--- src/rtl/obj_line_scanner_if.sv ---
// Memory-side bundle of the object line scanner: object RAM read port,
// graphics ROM request/acknowledge and line buffer write port.
interface obj_line_scanner_if #(
  parameter int ROM_AW = 22,
  parameter int X_W    = 10
);
  logic              obj_busy;
  logic [10:0]       obj_addr;
  logic [15:0]       obj_data;
  logic [ROM_AW-1:0] rom_addr;
  logic              rom_req;
  logic              rom_ack;
  logic [63:0]       rom_data;
  logic              lb_we;
  logic              lb_bank;
  logic [X_W-1:0]    lb_addr;
  logic [11:0]       lb_data;

  // scanner side
  modport master (
    output obj_addr, rom_addr, rom_req, lb_we, lb_bank, lb_addr, lb_data,
    input  obj_busy, obj_data, rom_ack, rom_data
  );

  // memory / line buffer side
  modport slave (
    input  obj_addr, rom_addr, rom_req, lb_we, lb_bank, lb_addr, lb_data,
    output obj_busy, obj_data, rom_ack, rom_data
  );
endinterface

--- src/rtl/obj_line_scanner.sv ---
// Per-scanline sprite renderer: walks object RAM, fetches one 16-pixel
// 4bpp graphics row per sprite that intersects the target line, and writes
// its opaque pixels into the inactive half of the double line buffer.
module obj_line_scanner #(
  parameter int NUM_OBJ = 512,
  parameter int ROM_AW  = 22,
  parameter int X_W     = 10
) (
  input  logic       clk,
  input  logic       reset_n,
  input  logic       ce,
  input  logic       line_start,
  input  logic [8:0] line,
  obj_line_scanner_if.master bus,
  output logic       done,
  output logic       overrun
);

  localparam logic [8:0] LAST_IDX = 9'(NUM_OBJ - 1);

  typedef enum logic [2:0] {IDLE, FETCH, CHECK, ROM_WAIT, DRAW, NEXT} state_t;

  state_t r_state, w_nstate;

  // scan context
  logic [8:0]  r_line;
  logic        r_bank;
  logic [8:0]  r_idx;
  logic [2:0]  r_k;       // next object word to present (4 = all presented)
  logic        r_pend;    // a word read was issued last ce-cycle
  logic [1:0]  r_pk;      // which word that read was for

  // current object entry
  logic [8:0]  r_y;
  logic [1:0]  r_hcode;
  logic [15:0] r_code;
  logic [6:0]  r_color;
  logic        r_prio;
  logic        r_flipx;
  logic        r_flipy;
  logic [9:0]  r_x;

  // ROM / draw
  logic [ROM_AW-1:0] r_rom_addr;
  logic              r_rom_req;
  logic [63:0]       r_pix;
  logic [3:0]        r_i;
  logic              r_we;
  logic [X_W-1:0]    r_lb_addr;
  logic [11:0]       r_lb_data;
  logic              r_done;
  logic              r_overrun;

  // hit test and row address
  logic [8:0]        w_row;
  logic [8:0]        w_hpx;
  logic              w_hit;
  logic [5:0]        w_r;
  logic [ROM_AW-5:0] w_tile;
  logic [ROM_AW-1:0] w_rom_addr;

  // pixel selection for the draw slot being loaded
  logic [63:0]    w_src;
  logic [3:0]     w_ni;
  logic [3:0]     w_n;
  logic [3:0]     w_pix;
  logic [X_W-1:0] w_xa;

  // Height code to pixel count; codes 2 and 3 are deliberately non-monotonic.
  always_comb begin
    w_hpx = 9'd16;
    case (r_hcode)
      2'd0: w_hpx = 9'd16;
      2'd1: w_hpx = 9'd32;
      2'd2: w_hpx = 9'd64;
      2'd3: w_hpx = 9'd48;
      default: w_hpx = 9'd16;
    endcase
  end

  // Row within the sprite wraps mod 512 so sprites straddling y=511 still hit.
  assign w_row      = r_line - r_y;
  assign w_hit      = (w_row < w_hpx);
  assign w_r        = r_flipy ? 6'(w_hpx - 9'd1 - w_row) : w_row[5:0];
  assign w_tile     = (ROM_AW-4)'(r_code) + (ROM_AW-4)'(w_r[5:4]);
  assign w_rom_addr = {w_tile, w_r[3:0]};

  // Slot 0 is loaded straight from the ROM bus on ack, later slots from the latch.
  assign w_src = (r_state == ROM_WAIT) ? bus.rom_data : r_pix;
  assign w_ni  = (r_state == ROM_WAIT) ? 4'd0 : r_i + 4'd1;
  assign w_n   = r_flipx ? ~w_ni : w_ni;
  assign w_pix = w_src[{w_n, 2'b00} +: 4];
  assign w_xa  = X_W'(r_x) + X_W'(w_ni);

  // Next-state logic; line_start overrides everything.
  always_comb begin
    w_nstate = r_state;
    if (line_start) begin
      w_nstate = FETCH;
    end else begin
      case (r_state)
        IDLE:     w_nstate = IDLE;
        FETCH:    if (r_k == 3'd4) w_nstate = CHECK;
        CHECK:    w_nstate = w_hit ? ROM_WAIT : NEXT;
        ROM_WAIT: if (bus.rom_ack) w_nstate = DRAW;
        DRAW:     if (r_i == 4'd15) w_nstate = NEXT;
        NEXT:     w_nstate = (r_idx == LAST_IDX) ? IDLE : FETCH;
        default:  w_nstate = IDLE;
      endcase
    end
  end

  // State register, advanced only on enabled cycles.
  always_ff @(posedge clk or negedge reset_n) begin
    if (!reset_n)  r_state <= IDLE;
    else if (ce)   r_state <= w_nstate;
  end

  // Datapath: object word capture, ROM request, draw slot loading.
  always_ff @(posedge clk or negedge reset_n) begin
    if (!reset_n) begin
      r_line     <= '0;
      r_bank     <= 1'b0;
      r_idx      <= '0;
      r_k        <= '0;
      r_pend     <= 1'b0;
      r_pk       <= '0;
      r_y        <= '0;
      r_hcode    <= '0;
      r_code     <= '0;
      r_color    <= '0;
      r_prio     <= 1'b0;
      r_flipx    <= 1'b0;
      r_flipy    <= 1'b0;
      r_x        <= '0;
      r_rom_addr <= '0;
      r_rom_req  <= 1'b0;
      r_pix      <= '0;
      r_i        <= '0;
      r_we       <= 1'b0;
      r_lb_addr  <= '0;
      r_lb_data  <= '0;
      r_done     <= 1'b0;
      r_overrun  <= 1'b0;
    end else if (ce) begin
      r_overrun <= 1'b0;
      if (line_start) begin
        r_line    <= line;
        r_bank    <= line[0];
        r_idx     <= '0;
        r_k       <= '0;
        r_pend    <= 1'b0;
        r_done    <= 1'b0;
        r_rom_req <= 1'b0;
        r_we      <= 1'b0;
        r_overrun <= (r_state != IDLE);
      end else begin
        case (r_state)
          FETCH: begin
            // Data answers the read issued one ce-cycle earlier, even if
            // obj_busy rose meanwhile; busy only blocks issuing a new read.
            if (r_pend) begin
              case (r_pk)
                2'd0: begin r_y <= bus.obj_data[8:0]; r_hcode <= bus.obj_data[10:9]; end
                2'd1: r_code <= bus.obj_data;
                2'd2: begin
                  r_color <= bus.obj_data[6:0];
                  r_prio  <= bus.obj_data[7];
                  r_flipx <= bus.obj_data[8];
                  r_flipy <= bus.obj_data[9];
                end
                default: r_x <= bus.obj_data[9:0];
              endcase
            end
            if (r_k != 3'd4 && !bus.obj_busy) begin
              r_pend <= 1'b1;
              r_pk   <= r_k[1:0];
              r_k    <= r_k + 3'd1;
            end else begin
              r_pend <= 1'b0;
            end
          end
          CHECK: begin
            if (w_hit) begin
              r_rom_addr <= w_rom_addr;
              r_rom_req  <= 1'b1;
            end
          end
          ROM_WAIT: begin
            if (bus.rom_ack) begin
              r_rom_req <= 1'b0;
              r_pix     <= bus.rom_data;
              r_i       <= '0;
              r_we      <= (w_pix != 4'd0);
              r_lb_addr <= w_xa;
              r_lb_data <= {r_prio, r_color, w_pix};
            end
          end
          DRAW: begin
            if (r_i == 4'd15) begin
              r_we <= 1'b0;
            end else begin
              r_i       <= r_i + 4'd1;
              r_we      <= (w_pix != 4'd0);
              r_lb_addr <= w_xa;
              r_lb_data <= {r_prio, r_color, w_pix};
            end
          end
          NEXT: begin
            // NEXT doubles as word-0 read slot of the following entry,
            // keeping a missed entry at six ce-cycles.
            if (r_idx == LAST_IDX) begin
              r_done <= 1'b1;
            end else begin
              r_idx <= r_idx + 9'd1;
              if (!bus.obj_busy) begin
                r_pend <= 1'b1;
                r_pk   <= 2'd0;
                r_k    <= 3'd1;
              end else begin
                r_pend <= 1'b0;
                r_k    <= 3'd0;
              end
            end
          end
          default: ;
        endcase
      end
    end
  end

  assign bus.obj_addr = (r_state == NEXT) ? {r_idx + 9'd1, 2'b00} : {r_idx, r_k[1:0]};
  assign bus.rom_addr = r_rom_addr;
  assign bus.rom_req  = r_rom_req;
  assign bus.lb_we    = r_we & ce;
  assign bus.lb_bank  = r_bank;
  assign bus.lb_addr  = r_lb_addr;
  assign bus.lb_data  = r_lb_data;
  assign done         = r_done;
  assign overrun      = r_overrun;

endmodule

--- src/flat_wrapper.sv ---
// flat-port wrapper written by rule: the top's interface ports become plain ports
module obj_line_scanner_flat 
#(
  parameter int NUM_OBJ = 512,
  parameter int ROM_AW  = 22,
  parameter int X_W     = 10
)
  (clk, reset_n, ce, line_start, line, done, overrun, bus_obj_addr, bus_rom_addr, bus_rom_req, bus_lb_we, bus_lb_bank, bus_lb_addr, bus_lb_data, bus_obj_busy, bus_obj_data, bus_rom_ack, bus_rom_data);
  obj_line_scanner_if #(.ROM_AW(ROM_AW), .X_W(X_W)) bus_i ();
  input  logic clk;
  input  logic reset_n;
  input  logic ce;
  input  logic line_start;
  input  logic [8:0] line;
  output logic done;
  output logic overrun;
  output wire logic [$bits(bus_i.obj_addr)-1:0] bus_obj_addr;
  output wire logic [$bits(bus_i.rom_addr)-1:0] bus_rom_addr;
  output wire logic [$bits(bus_i.rom_req)-1:0] bus_rom_req;
  output wire logic [$bits(bus_i.lb_we)-1:0] bus_lb_we;
  output wire logic [$bits(bus_i.lb_bank)-1:0] bus_lb_bank;
  output wire logic [$bits(bus_i.lb_addr)-1:0] bus_lb_addr;
  output wire logic [$bits(bus_i.lb_data)-1:0] bus_lb_data;
  input wire logic [$bits(bus_i.obj_busy)-1:0] bus_obj_busy;
  input wire logic [$bits(bus_i.obj_data)-1:0] bus_obj_data;
  input wire logic [$bits(bus_i.rom_ack)-1:0] bus_rom_ack;
  input wire logic [$bits(bus_i.rom_data)-1:0] bus_rom_data;
  assign bus_obj_addr = bus_i.obj_addr;
  assign bus_rom_addr = bus_i.rom_addr;
  assign bus_rom_req = bus_i.rom_req;
  assign bus_lb_we = bus_i.lb_we;
  assign bus_lb_bank = bus_i.lb_bank;
  assign bus_lb_addr = bus_i.lb_addr;
  assign bus_lb_data = bus_i.lb_data;
  assign bus_i.obj_busy = bus_obj_busy;
  assign bus_i.obj_data = bus_obj_data;
  assign bus_i.rom_ack = bus_rom_ack;
  assign bus_i.rom_data = bus_rom_data;
  obj_line_scanner #(.NUM_OBJ(NUM_OBJ), .ROM_AW(ROM_AW), .X_W(X_W)) u_core (.clk(clk), .reset_n(reset_n), .ce(ce), .line_start(line_start), .line(line), .bus(bus_i), .done(done), .overrun(overrun));
endmodule
--- config.mk ---
export PLATFORM = sky130hd
export DESIGN_NAME = obj_line_scanner_flat
export DESIGN_NICKNAME = d
export VERILOG_FILES = /design/src/rtl/obj_line_scanner_if.sv /design/src/rtl/obj_line_scanner.sv /design/src/flat_wrapper.sv
export SDC_FILE = /design/constraint.sdc
export NUM_CORES = 1
export LEC_CHECK = 0
export ABC_CLOCK_PERIOD_IN_PS = 10980
export BUFFER_PORTS_ARGS = -buffer_cell sky130_fd_sc_hd__buf_2
export CORE_MARGIN = 8
export CORE_UTILIZATION = 54
export CTS_BUF_LIST = sky130_fd_sc_hd__clkbuf_8
export CTS_CLUSTER_DIAMETER = 30
export DETAILED_ROUTE_END_ITERATION = 8
export PLACE_DENSITY = 0.88
export SETUP_SLACK_MARGIN = 0.5
export SLEW_MARGIN = 25
export SYNTH_ARGS = -nofsm -noshare
export SYNTH_HDL_FRONTEND = slang
export SYNTH_SLANG_ARGS = --single-unit
--- constraint.sdc ---
create_clock -name clk -period 10.98 [get_ports clk]
set_input_delay 3.294 -clock clk [delete_from_list [all_inputs] [get_ports clk]]
set_output_delay 3.294 -clock clk [all_outputs]
set_load 0.02 [all_outputs]
==> run metrics <==
Combinational Power Share=45.6%; post-route ant nets=0; CP Buf/Inv Count=2; nets@finish=1219; GPL Wtd Cong=0.864; WL final=25600 µm; Hold WC Path Type=reg2reg; R2R depth=19; Slew HR=28.2%; HP Start=u_core.r_color[6]; clk sink count=189; sequential share of the synthesized area=45.8%; hold path depth=2; number of remaining DRC errors=0; Crit path max-delay family=buffers and inverters; Post-CTS Setup Bufs=0; Post-Syn Nets=1091; vias in the first global route=8159; WL/cell=19.1 µm; Hold Fails Final Rpt=0; Post-synth EDFFs=0; Mapped Cells=968; H-tree Lvls=4; Internal Pwr Total=1.68 mW; total CTS buffers=17; Worst setup EP type=output pin; Core Region=18700 µm²; Detailed Routing Iterations Pass 1=5; Buffers on Ports=153; Die Ht=154 µm; Max-Cap Viols=0; CTS Root Cell=clkbuf_8; achievable clock frequency=140 MHz; minimum clock period=7.12 ns; DPL Wire Length=18200 µm; R2R Path End=u_core.bus.rom_addr[18]; Via Count=7973; Tot GR Track Use=21.7%; Startpoint Class=primary input; Worst-path clk slew=0.11 ns; Die ar.=23800 µm²; area of the multi-input gates=5230 µm²; drt initial violations=768; RSZ-0062 raised after global routing=no; Ports=155; outcome=finished clean; Reg power frac=37.6%; measured slew at the worst slew-check pin=1.07 ns; mean post-synth cell area=10.7 µm²; CTS tree=yes; Mapped Area=10300 µm²; Placed Instances=1311; share of layout cells above drive strength 1=31.8%; Clk network pwr share=16.7%; Fillers=1455; Period Utilization, post-route=64.9%; slowest stage delay, CP=0.20 ns; final cell count without fillers=1343; cell row count=50; worst-path cell chain=buf_2 -> and2_1 -> buf_2; P per Cell Area=248 nW/µm²; initial antenna violation count=2; die width=154 µm; WHS Endpoint=u_core.bus.lb_data[10]; first-pass GRT wire length=41800 µm; # diodes=0; sw frac=42.0%; clk_lat worst skew=0.49 ns; Crit Path Max Fanout=11; FF/Latch Area=4730 µm²; CP max stage cell=buf_2; Congestion Overflow GR=0; setup total negative slack=0 ns; largest net degree at the start of global routing=112; CTS max path bufs=2; crit path DAT=3.83 ns; Fin Clk Skew=0.0161 ns; WP data required=7.69 ns; P_leak=5.69 nW; fin. max-slew vios=0; CTS resizes=0; Peak VDD IR=152 µV; starting density of the core=55.2%; FF-to-FF Start=u_core.r_y[1]; most frequent CP cell=buf_2; reg2reg setup slack=6.69 ns; CP Class=in2out; post-synth cell types=79; register bit total from synthesis=189; Synth Flop Type=dfrtp_1; yosys synthesis warning count=0; final setup vio count=0; vias per cell=5.94; asr flop ratio synth=100%; switching pwr=1.21 mW; area delta synth->final=13.0%; Hold Buf Count CTS=0
[worst min-delay path, cell delays in order (launching register included)]
cell and delay [ns]:
dfrtp_1 0.36, nand2_1 0.05, nand2_1 0.05
[sequential cells by signal (all words and copies together) (netlist names)]
name	cells
u_core.r_flipx	1
u_core.done	1
u_core.r_x	10
u_core.r_hcode	2
u_core.r_pend	1
u_core.r_we	1
u_core.r_pix	64
u_core.bus.lb_data	12
u_core.bus.rom_req	1
u_core.r_prio	1
u_core.r_state	3
u_core.r_k	3
u_core.r_i	4
u_core.r_color	7
u_core.r_flipy	1
u_core.r_line	9
u_core.overrun	1
u_core.bus.lb_addr	10
u_core.r_pk	2
u_core.bus.rom_addr	21
u_core.r_code	16
u_core.r_y	9
u_core.r_idx	9
[layout make-up]
type	count	share of cell area, %
tap	234	2.51
clock buffer	18	2.13
timing repair buffer	163	7.32
inverter	31	0.998
sequential	189	40.6
clock inverter	14	1.61
multi-input combinational	694	44.8
[through the flow]
| step | setup slack [ns] | util [%] | hold slack, ns | total power [mW] | area, µm² |
|---|---|---|---|---|---|
| 2_1_floorplan | 3.91 | - | 0.435 | 2.04 | 10300 |
| 3_3_place_gp | 3.89 | 59.9 | 0.447 | 2.34 | 11200 |
| 3_5_place_dp | 3.86 | 59.9 | 0.454 | 2.39 | 11200 |
| 4_1_cts | 3.85 | 62.2 | 0.488 | 2.88 | 11600 |
| 5_1_grt | 3.82 | 62.3 | 0.505 | 3.08 | 11700 |
| 6_report | 3.86 | 62.3 | 0.482 | 2.89 | 11700 |
[cells in the final DEF, fill, tap and decap left out, drive strengths merged, types with 22 or more instances in the layout]
cell type,n
ha,25
o21ai,64
mux2,134
nand3,28
nand2,130
dfrtp,189
a21oi,22
mux2i,25
buf,162
nor2,37
xnor2,32
inv,35
[logic make-up (layout without fill, tap and decap cells)]
| kind of cell | count (synthesis) | after routing | share of synthesized area (%) |
|---|---|---|---|
| adders and majority gates | 28 | 28 | 3.61 |
| AOI/OAI and AO/OA | 176 | 176 | 11.3 |
| xor gates and xnor gates | 47 | 47 | 4.14 |
| and+or+nand+nor | 279 | 279 | 12.7 |
| muxes | 163 | 163 | 18.6 |
| other | 1 | 1 | 0.0363 |
| buffers and inverters | 85 | 226 | 3.69 |
| DFF | 189 | 189 | 45.8 |
[worst max path at each step]
stage	startpoint	endpoint	slack (ns)	depth (start not counted)
after global routing	ce	bus_lb_we	3.82	3
final	ce	bus_lb_we	3.86	3
after detailed placement	ce	bus_lb_we	3.86	3
after floorplan	ce	bus_lb_we	3.91	2
after CTS	ce	bus_lb_we	3.85	3
after global placement	ce	bus_lb_we	3.89	3
[cells in the mapped netlist (9+ instances only)]
| cell type | number | area, µm² |
|---|---|---|
| a21oi_1 | 21 | 105 |
| and3_1 | 14 | 87.6 |
| buf_2 | 19 | 95.1 |
| clkbuf_1 | 25 | 93.8 |
| dfrtp_1 | 189 | 4730 |
| ha_1 | 25 | 313 |
| inv_1 | 28 | 105 |
| mux2_2 | 116 | 1310 |
| mux2_4 | 18 | 270 |
| mux2i_1 | 24 | 240 |
| nand2_1 | 129 | 484 |
| nand2b_1 | 9 | 56.3 |
| nand3_1 | 28 | 140 |
| nor2_1 | 37 | 139 |
| nor2b_1 | 16 | 100 |
| nor3_1 | 13 | 65.1 |
| o211ai_1 | 9 | 67.6 |
| o21ai_0 | 61 | 305 |
| o31ai_1 | 11 | 82.6 |
| xnor2_1 | 31 | 272 |
| xor2_1 | 14 | 123 |
[metal layers]
metal | wire [µm] | track usage, % | up-vias
li1 | - | - | 3700
met1 | 10300 | 26.5 | 3886
met2 | 12800 | 36.9 | 326
met3 | 1890 | 5.68 | 57
met4 | 608 | 7.47 | 4
met5 | 25 | 0 | -
[power groups by stage]
stage	clock network, mW	logic (mW)	registers [mW]
2_1_floorplan	0	0.952	1.09
3_3_place_gp	0	1.25	1.08
3_5_place_dp	0	1.29	1.10
4_1_cts	0.491	1.31	1.09
5_1_grt	0.516	1.45	1.12
6_report	0.484	1.32	1.09
Power figures use the tool's default switching activity.
